## src/rtl/dsp_dotprod_seq.sv

```systemverilog
// Dot-product sequencer for a DSP48A1 slice used as a multiply-accumulate engine.
// Streams operand pairs into the slice, aligns OPMODE with the slice pipeline and captures the final P.
module dsp_dotprod_seq #(
   parameter int unsigned LEN_W    = 16,
   parameter logic [7:0]  OPM_HOLD = 8'b0000_1000
) (
   input  logic              CLK,
   input  logic              RST_N,
   input  logic              start,
   input  logic [LEN_W-1:0]  len,
   input  logic              acc_sub,
   input  logic              op_valid,
   input  logic [17:0]       op_a,
   input  logic [17:0]       op_b,
   output logic              op_ready,
   output logic              result_valid,
   input  logic              result_ready,
   output logic [47:0]       result,
   output logic              busy,
   output logic [17:0]       dsp_a,
   output logic [17:0]       dsp_b,
   output logic [7:0]        dsp_opmode,
   output logic              dsp_ce,
   output logic              dsp_rst,
   input  logic [47:0]       dsp_p
);

   localparam logic [LEN_W-1:0] CNT_ONE  = {{(LEN_W-1){1'b0}}, 1'b1};
   localparam logic [LEN_W-1:0] CNT_ZERO = {LEN_W{1'b0}};

   typedef enum logic [1:0] {
      S_IDLE  = 2'd0,
      S_FEED  = 2'd1,
      S_DRAIN = 2'd2,
      S_DONE  = 2'd3
   } state_t;

   state_t            r_state;
   state_t            w_state_nxt;
   logic              w_accept;
   logic [LEN_W-1:0]  r_cnt;
   logic              r_sub;
   logic              r_first;
   logic              r_s1_v, r_s1_first, r_s1_last;
   logic              r_s2_v, r_s2_last;
   logic              r_s3_v, r_s3_last;
   logic [47:0]       r_result;
   logic              r_result_valid;
   logic              r_dsp_rst;
   logic              r_rst_hold;

   // State register
   always_ff @(posedge CLK) begin
      if (!RST_N) begin
         r_state <= S_IDLE;
      end else begin
         r_state <= w_state_nxt;
      end
   end

   // Next-state decode, operand steering and OPMODE selection
   always_comb begin
      w_state_nxt = r_state;
      op_ready    = 1'b0;
      w_accept    = 1'b0;
      dsp_a       = 18'd0;
      dsp_b       = 18'd0;
      busy        = (r_state != S_IDLE);
      case (r_state)
         S_IDLE: begin
            if (start) begin
               if (len == CNT_ZERO) begin
                  w_state_nxt = S_DONE;
               end else begin
                  w_state_nxt = S_FEED;
               end
            end else begin
               w_state_nxt = S_IDLE;
            end
         end
         S_FEED: begin
            op_ready = 1'b1;
            if (op_valid) begin
               w_accept = 1'b1;
               dsp_a    = op_a;
               dsp_b    = op_b;
               if (r_cnt == CNT_ONE) begin
                  w_state_nxt = S_DRAIN;
               end else begin
                  w_state_nxt = S_FEED;
               end
            end else begin
               w_state_nxt = S_FEED;
            end
         end
         S_DRAIN: begin
            if (r_s3_v && r_s3_last) begin
               w_state_nxt = S_DONE;
            end else begin
               w_state_nxt = S_DRAIN;
            end
         end
         S_DONE: begin
            if (result_ready) begin
               w_state_nxt = S_IDLE;
            end else begin
               w_state_nxt = S_DONE;
            end
         end
         default: begin
            w_state_nxt = S_IDLE;
         end
      endcase
      // The slice registers OPMODE once, so an s1 token's mode meets its product in M.
      if (r_s1_v) begin
         dsp_opmode = {r_sub, 3'b000, (r_s1_first ? 2'b00 : 2'b10), 2'b01};
      end else begin
         dsp_opmode = OPM_HOLD;
      end
   end

   // Job bookkeeping, token pipe, result capture and slice reset stretch
   always_ff @(posedge CLK) begin
      if (!RST_N) begin
         r_cnt          <= CNT_ZERO;
         r_sub          <= 1'b0;
         r_first        <= 1'b0;
         r_s1_v         <= 1'b0;
         r_s1_first     <= 1'b0;
         r_s1_last      <= 1'b0;
         r_s2_v         <= 1'b0;
         r_s2_last      <= 1'b0;
         r_s3_v         <= 1'b0;
         r_s3_last      <= 1'b0;
         r_result       <= 48'd0;
         r_result_valid <= 1'b0;
         r_dsp_rst      <= 1'b1;
         r_rst_hold     <= 1'b1;
      end else begin
         r_dsp_rst  <= r_rst_hold;
         r_rst_hold <= 1'b0;
         r_s1_v     <= w_accept;
         r_s1_first <= w_accept & r_first;
         r_s1_last  <= w_accept & (r_cnt == CNT_ONE);
         r_s2_v     <= r_s1_v;
         r_s2_last  <= r_s1_last;
         r_s3_v     <= r_s2_v;
         r_s3_last  <= r_s2_last;
         case (r_state)
            S_IDLE: begin
               if (start) begin
                  r_cnt   <= len;
                  r_sub   <= acc_sub;
                  r_first <= 1'b1;
                  if (len == CNT_ZERO) begin
                     r_result       <= 48'd0;
                     r_result_valid <= 1'b1;
                  end
               end
            end
            S_FEED: begin
               if (w_accept) begin
                  r_cnt   <= r_cnt - CNT_ONE;
                  r_first <= 1'b0;
               end
            end
            S_DRAIN: begin
               if (r_s3_v && r_s3_last) begin
                  r_result       <= dsp_p;
                  r_result_valid <= 1'b1;
               end
            end
            S_DONE: begin
               if (result_ready) begin
                  r_result_valid <= 1'b0;
               end
            end
            default: begin
               r_result_valid <= 1'b0;
            end
         endcase
      end
   end

   assign result       = r_result;
   assign result_valid = r_result_valid;
   assign dsp_rst      = r_dsp_rst;
   assign dsp_ce       = ~r_dsp_rst;

endmodule

```

## config.mk

```make
export PLATFORM = sky130hd
export DESIGN_NAME = dsp_dotprod_seq
export DESIGN_NICKNAME = d
export VERILOG_FILES = /design/src/rtl/dsp_dotprod_seq.sv
export SDC_FILE = /design/constraint.sdc
export NUM_CORES = 1
export LEC_CHECK = 0
export BUFFER_PORTS_ARGS = -buffer_cell sky130_fd_sc_hd__buf_2
export CAP_MARGIN = 40
export CORE_ASPECT_RATIO = 1.5
export CORE_MARGIN = 4
export CORE_UTILIZATION = 39
export DETAILED_ROUTE_END_ITERATION = 8
export PLACE_DENSITY_LB_ADDON = 0.08
export SYNTH_ARGS = -nofsm -noshare
export SYNTH_HDL_FRONTEND = slang
export SYNTH_SLANG_ARGS = --single-unit
```

## constraint.sdc

```tcl
create_clock -name CLK -period 1.6 [get_ports CLK]
set_input_delay 0.16 -clock CLK [delete_from_list [all_inputs] [get_ports CLK]]
set_output_delay 0.16 -clock CLK [all_outputs]
set_load 0.05 [all_outputs]
```

## Word-level counts from Yosys, hierarchy flattened

Cells that the tools add are included.

| cells by class | value |
|---|---|
| bitwise gates (word level) | 3 |
| reduce and logical (&&, ||, !) cells | 11 |
| mux-type cells | 32 |
| equality and inequality tests | 9 |
| $add $sub $neg | 1 |

Operators by type and width:

| operator | count |
|---|---|
| 48-bit two-way mux | 3 |
| 48-bit case mux with 2 select lines | 1 |
| 18-bit two-way mux | 4 |
| 16-bit two-way mux | 2 |
| 16-bit case mux with 2 select lines | 1 |
| 16-bit by 1-bit equality test with 1-bit output (second input constant) | 1 |
| 16-bit zero test | 1 |
| 16-bit by 1-bit subtractor with 16-bit output (second input constant) | 1 |
| 2-bit two-way mux | 6 |
| 1-bit two-way mux | 11 |
| 2-bit != test (second input constant) | 5 |
| 8-bit two-way mux | 1 |
| 2-bit case mux with 4 select lines | 1 |
| 2-bit nonzero test | 3 |
| 5-bit AND reduction | 1 |
| 2-bit equality test (second input constant) | 2 |
| 4-bit AND reduction | 1 |
| 1-bit case mux with 3 select lines | 1 |
| 3-bit AND reduction | 1 |
| 3-bit nonzero test | 1 |
| 1-bit bitwise AND | 2 |
| 2-bit by 1-bit equality test with 1-bit output (second input constant) | 1 |
| 2-bit zero test | 1 |
| 1-bit case mux with 2 select lines | 1 |
| 3 further kinds | 3 |

| storage, ports and cells | value |
|---|---|
| register bits after elaboration | 78 |
| input bits | 106 |
| logic and storage cells | 71 |
| output and inout bits | 97 |

## Depth between registers and ports, before layout

Gate-level depths: netlist (run 1).

| depth | value |
|---|---|
| depth after elaboration | 4 |
| depth in mapped cells | 7 |
| depth with buffers taken out | 6 |

## Worst setup path before layout (run 1)

Ideal clock, no wire load.

| timing path | value |
|---|---|
| path kind | reg2out |
| from | register r_state[0] |
| to | output dsp_a[10] |
| buffers on the path | 3 |
| cell stages (with the launch flop) | 7 |
| arrival | 1.996 ns |
| setup slack | -0.556 ns |
| required time | 1.440 ns |
| cell sequence | dfxtp_1 > buf_2 > nand2b_1 > inv_1 > buf_2 > clkbuf_1 > and3_1 |

| on the way | value |
|---|---|
| cells in the longest elaborated chain, start to end | 2 |

Ends and longest elaborated chain:

| item | RTL line | RTL |
|---|---|---|
| from (decl) | 38 | `state_t r_state;` |
| from (signal assigned) | 57 | `r_state <= w_state_nxt;` |
| 2-bit by 1-bit equality test with 1-bit output | 69 | `case (r_state)` |
| 18-bit two-way mux | 69 |  |
| to (decl) | 20 | `output logic [17:0] dsp_a,` |

No other way between the ends.

## Final worst setup path (run 1)

| timing path | value |
|---|---|
| from | register r_state[1] |
| to | output dsp_a[7] |

The elaborated chain is that of the path after synthesis.

==> flow_metrics.env, run 1 <==
export IMPL_finalMaxSlewViolations=0
export IMPL_holdCritPathClass="in -> reg"
export IMPL_fill_cells=687
export IMPL_gp_congestion=0.881
export IMPL_crit_family="buffers and inverters"
export IMPL_crit_required_ns=1.44
export IMPL_worst_r2r_path_depth=4
export IMPL_area_growth_syn_to_layout_pct=70.2
export IMPL_detail_route_antenna_nets=0
export IMPL_postSynthCellCount=378
export IMPL_globalRouteOverflowTotal=0
export IMPL_wl_per_cell_um=18.1
export IMPL_grt_pass1_wl_um=17800
export IMPL_path_cells="nand2b_4 -> clkinv_8 -> clkbuf_16 -> and3_2 -> buf_6"
export IMPL_die_width_um=85.0
export IMPL_cp_num_buf_inv=3
export IMPL_detail_route_first_pass_iterations=4
export IMPL_hold_start="dsp_p[19]"
export IMPL_post_route_setup_slack_ns=-0.0171
export IMPL_stdcell_area_um2=5910
export IMPL_ctsLongestPathBuffers=2
export IMPL_ys_warn_count=0
export IMPL_maximum_fanout_along_the_worst_path=7
export IMPL_cp_slowest_cell="sky130_fd_sc_hd__dfxtp_4"
export IMPL_synth_main_ff_cell="sky130_fd_sc_hd__dfxtp_1"
export IMPL_top_level_ports=203
export IMPL_initial_core_utilization=0.405
export IMPL_number_of_rows_created_at_floorplan=41
export IMPL_design_core_area_um2=8570
export IMPL_fmax_mhz=618
export IMPL_viasPerCell=5.48
export IMPL_number_of_failing_hold_endpoints_at_the_final_stage=0
export IMPL_violations="setup timing"
export IMPL_setup_violations=5
export IMPL_final_net_count=716
export IMPL_die_height_um=124
export IMPL_synth_enable_flop_cells=0
export IMPL_power_switching_uw=1560
export IMPL_power_combinational_fraction=0.233
export IMPL_worst_endpoint_arrival_ns=1.46
export IMPL_dp_worst_setup_slack_ns=-0.0752
export IMPL_synth_seq_cells=78
export IMPL_leakage_uw=0.00282
export IMPL_cts_root_buffer_cell="sky130_fd_sc_hd__clkbuf_16"
export IMPL_clock_power_share=0.405
export IMPL_synth_async_reset_ratio=0
export IMPL_groute_usage_overall=0.211
export IMPL_pwr_density_nw_per_um2=959
export IMPL_switching_share=0.276
export IMPL_hold_path_end="result[19]"
export IMPL_fin_skew_ns=0.00614
export IMPL_setup_worst_path_start_class="flop"
export IMPL_rsz0062_at_grt="true"
export IMPL_clk_pin_slew_worst_paths_ns=0.06
export IMPL_buffer_ports_inserted=197
export IMPL_synth_cell_types=59
export IMPL_antenna_found_initial=0
export IMPL_cts_htree_levels=3
export IMPL_cts_sinks=78
export IMPL_intPower_uw=4100
export IMPL_finalCritPeriodShare=1.01
export IMPL_placedInstanceArea_um2=4820
export IMPL_reg2reg_to="r_cnt[11]"
export IMPL_synth_seq_area_share=0.450
export IMPL_area_sequential_um2=1570
export IMPL_drive_gt1_frac=0.543
export IMPL_whs_path_depth=2
export IMPL_top_layer_used="met4"
export IMPL_initialDrtViolationCount=116
export IMPL_routedLengthMet1_um=4890
export IMPL_peak_supply_drop_v=0.000794
export IMPL_setup_worst_path_start="r_state[1]"
export IMPL_num_vias=3944
export IMPL_syn_avg_cell_area_um2=9.19
export IMPL_cp_end_kind="output pin"
export IMPL_first_global_vias=3644
export IMPL_r2r_setup_slack_ns=-0.01
export IMPL_tritoncts="yes"
export IMPL_detailed_placement_hpwl_um=8340
export IMPL_status="complete, but fails checks"
export IMPL_place_detailed_instances=693
export IMPL_grt_max_degree=49
export IMPL_num_antenna_cells=0
export IMPL_drcViolationCount=0
export IMPL_fin_cells=720
export IMPL_period_minus_slack_ns=1.62
export IMPL_routed_wl_met2_um=6750
export IMPL_die_area_um2=10500
export IMPL_reg2reg_launch_point="r_cnt[7]"
export IMPL_max_stage_delay_ns=0.35
export IMPL_multi_input_comb_area_um2=1970
export IMPL_cts_made_buffers=9
export IMPL_met3RoutedLength_um=924
export IMPL_worst_setup_path_type="reg -> out"
export IMPL_finalWirelength_um=13000
export IMPL_clkLatencyLatePin_ns=0.33
export IMPL_seq_power_share=0.362
export IMPL_netlist_area_um2=3470
export IMPL_max_cap_violations=0
[worst register-to-register path, stage by stage, from the launching register on]
cell	delay (ns)
sky130_fd_sc_hd__dfxtp_2	0.34
sky130_fd_sc_hd__or4_4	0.59
sky130_fd_sc_hd__nor3_4	0.17
sky130_fd_sc_hd__a21oi_1	0.09
sky130_fd_sc_hd__o31a_1	0.31
[power groups by stage]
| stage | registers, uW | clock network (uW) | logic (uW) |
|---|---|---|---|
| 2_1_floorplan | 2090 | 0 | 618 |
| 3_3_place_gp | 2090 | 0 | 1030 |
| 3_5_place_dp | 2090 | 0 | 1040 |
| 4_1_cts | 2050 | 2330 | 1170 |
| 5_1_grt | 2060 | 2410 | 1410 |
| 6_report | 2050 | 2290 | 1320 |
[final cells by class]
| class | count | share of cell area |
|---|---|---|
| inverter | 9 | 0.00784 |
| multi-input combinational | 258 | 0.334 |
| sequential | 78 | 0.266 |
| clock buffer | 12 | 0.0451 |
| tap | 107 | 0.0227 |
| clock inverter | 4 | 0.0131 |
| timing repair buffer | 252 | 0.312 |
[Yosys cell counts, types with 4 or more instances]
cell type,number,area share
sky130_fd_sc_hd__o21ai_0,13,0.019
sky130_fd_sc_hd__and3_1,40,0.072
sky130_fd_sc_hd__inv_1,9,0.0097
sky130_fd_sc_hd__nand3_1,6,0.0086
sky130_fd_sc_hd__nor2_1,16,0.017
sky130_fd_sc_hd__o211ai_1,4,0.0086
sky130_fd_sc_hd__nand4_1,5,0.0090
sky130_fd_sc_hd__nor4_1,6,0.011
sky130_fd_sc_hd__buf_4,9,0.019
sky130_fd_sc_hd__dfxtp_1,78,0.45
sky130_fd_sc_hd__clkbuf_1,18,0.019
sky130_fd_sc_hd__a21oi_1,17,0.025
sky130_fd_sc_hd__o31ai_1,4,0.0086
sky130_fd_sc_hd__and2_1,10,0.018
sky130_fd_sc_hd__nand2_1,16,0.017
sky130_fd_sc_hd__buf_2,8,0.012
sky130_fd_sc_hd__nand2b_1,4,0.0072
sky130_fd_sc_hd__a22o_1,48,0.12
sky130_fd_sc_hd__nor3b_1,5,0.011
sky130_fd_sc_hd__nor3_1,10,0.014
[kinds of logic (layout without fill, tap and decap cells)]
group | Yosys count | after routing | share of synthesized area
muxes | 2 | 2 | 0.00577
adders and majority gates | 2 | 2 | 0.00721
buffers and inverters | 46 | 277 | 0.0645
DFF | 78 | 78 | 0.450
AOI/OAI and AO/OA | 111 | 111 | 0.241
other | 1 | 5 | 0.00108
and+or+nand+nor | 138 | 138 | 0.230
[how the worst max path moves through the flow]
| stage | to | depth (start not counted) |
|---|---|---|
| 4_1_cts | dsp_b[0] | 6 |
| 3_3_place_gp | result[19] | 6 |
| 3_5_place_dp | result[18] | 7 |
| 6_report | dsp_a[7] | 5 |
| 2_1_floorplan | dsp_a[10] | 6 |
| 5_1_grt | dsp_a[7] | 5 |
[metrics by stage]
step                hold WS (ns)  setup TNS (ns)   util  total power (uW)
floorplan                  0.293          -0.225      -              2710
finish                    0.0391         -0.0421  0.690              5670
global placement           0.376           -3.27  0.563              3120
global route              0.0297          -0.667  0.690              5880
detailed placement         0.380           -3.12  0.563              3120
CTS                       0.0271          -0.481  0.649              5550
[state kept, by name, summed over array words and instances (netlist names)]
name and count:
r_sub 1, r_cnt 16, r_s1_v 1, r_s2_v 1, result_valid 1, r_s1_first 1
r_state 2, dsp_rst 1, r_s2_last 1, r_s1_last 1, r_first 1, result 48
r_rst_hold 1, r_s3_last 1, r_s3_v 1
[layout by cell type, fill, tap and decap left out, drive strengths merged, types with 3 or more instances in the layout]
cell	n
or4	4
clkbuf	16
nor2b	3
nand3	6
o21ai	14
nor3	11
and3	40
a22o	48
and2	11
clkinv	3
nand2b	4
nand4	5
o211ai	4
nor2	17
buf	247
nor3b	5
dfxtp	78
nand2	16
o31ai	4
conb	5
a211o	3
or2	3
inv	8
nor4	7
a21oi	17
[repair_timing]
| item | CTS | global route |
|---|---|---|
| pin swaps | 2 | 8 |
| buffers inserted | 4 | 1 |
| hold buffers | 0 | 0 |
| setup endpoints to repair | 89 | 83 |
| resized for setup | 86 | 62 |
| gates cloned | 3 | 5 |
[layer usage]
| metal | global-route usage | vias up |
|---|---|---|
| met5 | 0 | - |
| met4 | 0.0792 | 0 |
| met3 | 0.0533 | 37 |
| met2 | 0.361 | 175 |
| met1 | 0.254 | 1866 |
| li1 | - | 1866 |
(Power assumes the default switching activity.)
==> run 2, diff against run 1 <==
Settings changed: CTS_CLUSTER_DIAMETER from default to 40, SETUP_SLACK_MARGIN from default to 0.3.
==> flow_metrics.env, run 2 (synthesis results as in run 1) <==
export IMPL_status="complete, but fails checks"
export IMPL_violations="setup timing"
export IMPL_cts_made_buffers=9
export IMPL_gp_congestion=0.849
export IMPL_cts_htree_levels=3
export IMPL_holdCritPathClass="in -> reg"
export IMPL_clkLatencyLatePin_ns=0.33
export IMPL_detail_route_first_pass_iterations=4
export IMPL_gr_usage_met3=0.0407
export IMPL_finalMaxSlewViolations=0
export IMPL_cp_end_kind="output pin"
export IMPL_finalCritPeriodShare=1.04
export IMPL_finalWirelength_um=12700
export IMPL_cts_root_buffer_cell="sky130_fd_sc_hd__clkbuf_16"
export IMPL_final_net_count=720
export IMPL_leakage_uw=0.00289
export IMPL_crit_required_ns=1.44
export IMPL_grt_max_degree=37
export IMPL_post_route_setup_slack_ns=-0.0628
export IMPL_die_width_um=85.0
export IMPL_viasPerCell=5.36
export IMPL_fin_skew_ns=0.00690
export IMPL_detail_route_antenna_nets=0
export IMPL_number_of_failing_hold_endpoints_at_the_final_stage=0
export IMPL_number_of_rows_created_at_floorplan=41
export IMPL_drcViolationCount=0
export IMPL_design_core_area_um2=8570
export IMPL_worst_endpoint_arrival_ns=1.50
export IMPL_tritoncts="yes"
export IMPL_detailed_placement_hpwl_um=8320
export IMPL_max_cap_violations=0
export IMPL_layout_cells_most_common="sky130_fd_sc_hd__buf_2"
export IMPL_first_global_vias=3842
export IMPL_ctsLongestPathBuffers=2
export IMPL_rsz0062_at_grt="true"
export IMPL_grt_pass1_wl_um=18900
export IMPL_maximum_fanout_along_the_worst_path=21
export IMPL_groute_layer_met2_usage=0.412
export IMPL_busiest_layer="met2"
export IMPL_pwr_density_nw_per_um2=911
export IMPL_drive_gt1_frac=0.596
export IMPL_layout_cells_most_common_list="sky130_fd_sc_hd__buf_2, sky130_fd_sc_hd__dfxtp_1, sky130_fd_sc_hd__a22o_1"
export IMPL_postLayoutCoreUtil=0.706
export IMPL_peak_supply_drop_v=0.000644
export IMPL_antenna_found_initial=0
export IMPL_setup_worst_path_start_class="flop"
export IMPL_wl_per_cell_um=17.5
export IMPL_grt_use_met1=0.257
export IMPL_num_antenna_cells=0
export IMPL_period_minus_slack_ns=1.66
export IMPL_initialDrtViolationCount=198
export IMPL_fmax_mhz=601
export IMPL_groute_usage_overall=0.224
export IMPL_area_growth_syn_to_layout_pct=74.1
export IMPL_largest_register_ff_count=48
export IMPL_top_level_ports=203
export IMPL_die_height_um=124
export IMPL_buffer_ports_inserted=197
export IMPL_num_vias=3884
export IMPL_initial_core_utilization=0.405
export IMPL_fin_cells=724
export IMPL_worst_setup_path_type="reg -> out"
export IMPL_setup_violations=40
export IMPL_cts_sinks=78
export IMPL_clk_pin_slew_worst_paths_ns=0.06
export IMPL_globalRouteOverflowTotal=0
export IMPL_place_detailed_instances=681
export IMPL_die_area_um2=10500
## run 2: changes by cell type in the layout (fill, tap and decap cells not counted), moves of 5 or more
cell,delta
sky130_fd_sc_hd__buf_6,+12
sky130_fd_sc_hd__and3_4,-25
sky130_fd_sc_hd__nor2_1,-5
sky130_fd_sc_hd__and3_2,+27
sky130_fd_sc_hd__buf_4,-12
## run 2: power by group
group,internal (uW),switching (uW)
clock network,1220,803
logic,666,750
registers,2000,70.5
total,3880,1620
## run 2: what timing repair did
| action | in CTS | in global routing |
|---|---|---|
| cloned | 6 | 0 |
| gates resized for setup | 131 | 38 |
| setup buffers | 18 | 3 |
| pin swaps | 21 | 13 |
| endpoints found under the setup margin | 105 | 109 |
| hold buffers | 0 | 0 |
## run 2: worst max-delay path, stage by stage (launching register included)
cell                       delay, ns
sky130_fd_sc_hd__dfxtp_2        0.33
sky130_fd_sc_hd__buf_6          0.11
sky130_fd_sc_hd__nand2b_4       0.23
sky130_fd_sc_hd__inv_12         0.13
sky130_fd_sc_hd__and3_2         0.20
sky130_fd_sc_hd__buf_6          0.16
## run 2: final timing paths
path / slack [ns] / cells after the start / startpoint / endpoint
setup / recovery: -0.06 / 5 / r_state[1] / dsp_b[10]
hold / removal: 0.05 / 2 / dsp_p[16] / result[16]
setup reg to reg: -0.05 / 4 / r_cnt[1] / r_cnt[9]
hold reg to reg: 0.41 / 1 / r_rst_hold / dsp_rst
## run 2: cell type report
class | count | area (um^2)
fillers | 669 | 2520
multi-input cells | 258 | 2030
repair buffers | 254 | 1920
flip-flops and latches | 78 | 1580
clock buffers | 10 | 229
well taps | 107 | 134
clock inverters | 6 | 71.3
inverters | 9 | 55.1
repair inverters | 2 | 22.5
## run 2: routing by layer
metal	routed length, um	vias up	part of all wire
met5	0	-	0
met4	252	0	0.020
met3	825	19	0.065
met2	6850	169	0.54
met1	4730	1825	0.37
li1	-	1871	-
## run 2: through the flow
step | hold slack (ns) | instance area [um^2] | setup TNS (ns) | worst slack, ns | power, uW
2_1_floorplan | 0.293 | 3690 | 0 | 0.0352 | 2790
3_3_place_gp | 0.376 | 4840 | -3.66 | -0.0801 | 3120
3_5_place_dp | 0.380 | 4870 | -0.257 | -0.0254 | 3130
4_1_cts | 0.0338 | 5890 | -1.53 | -0.0568 | 5460
5_1_grt | 0.0371 | 6050 | -4.15 | -0.104 | 5720
6_report | 0.0454 | 6050 | -1.59 | -0.0628 | 5510
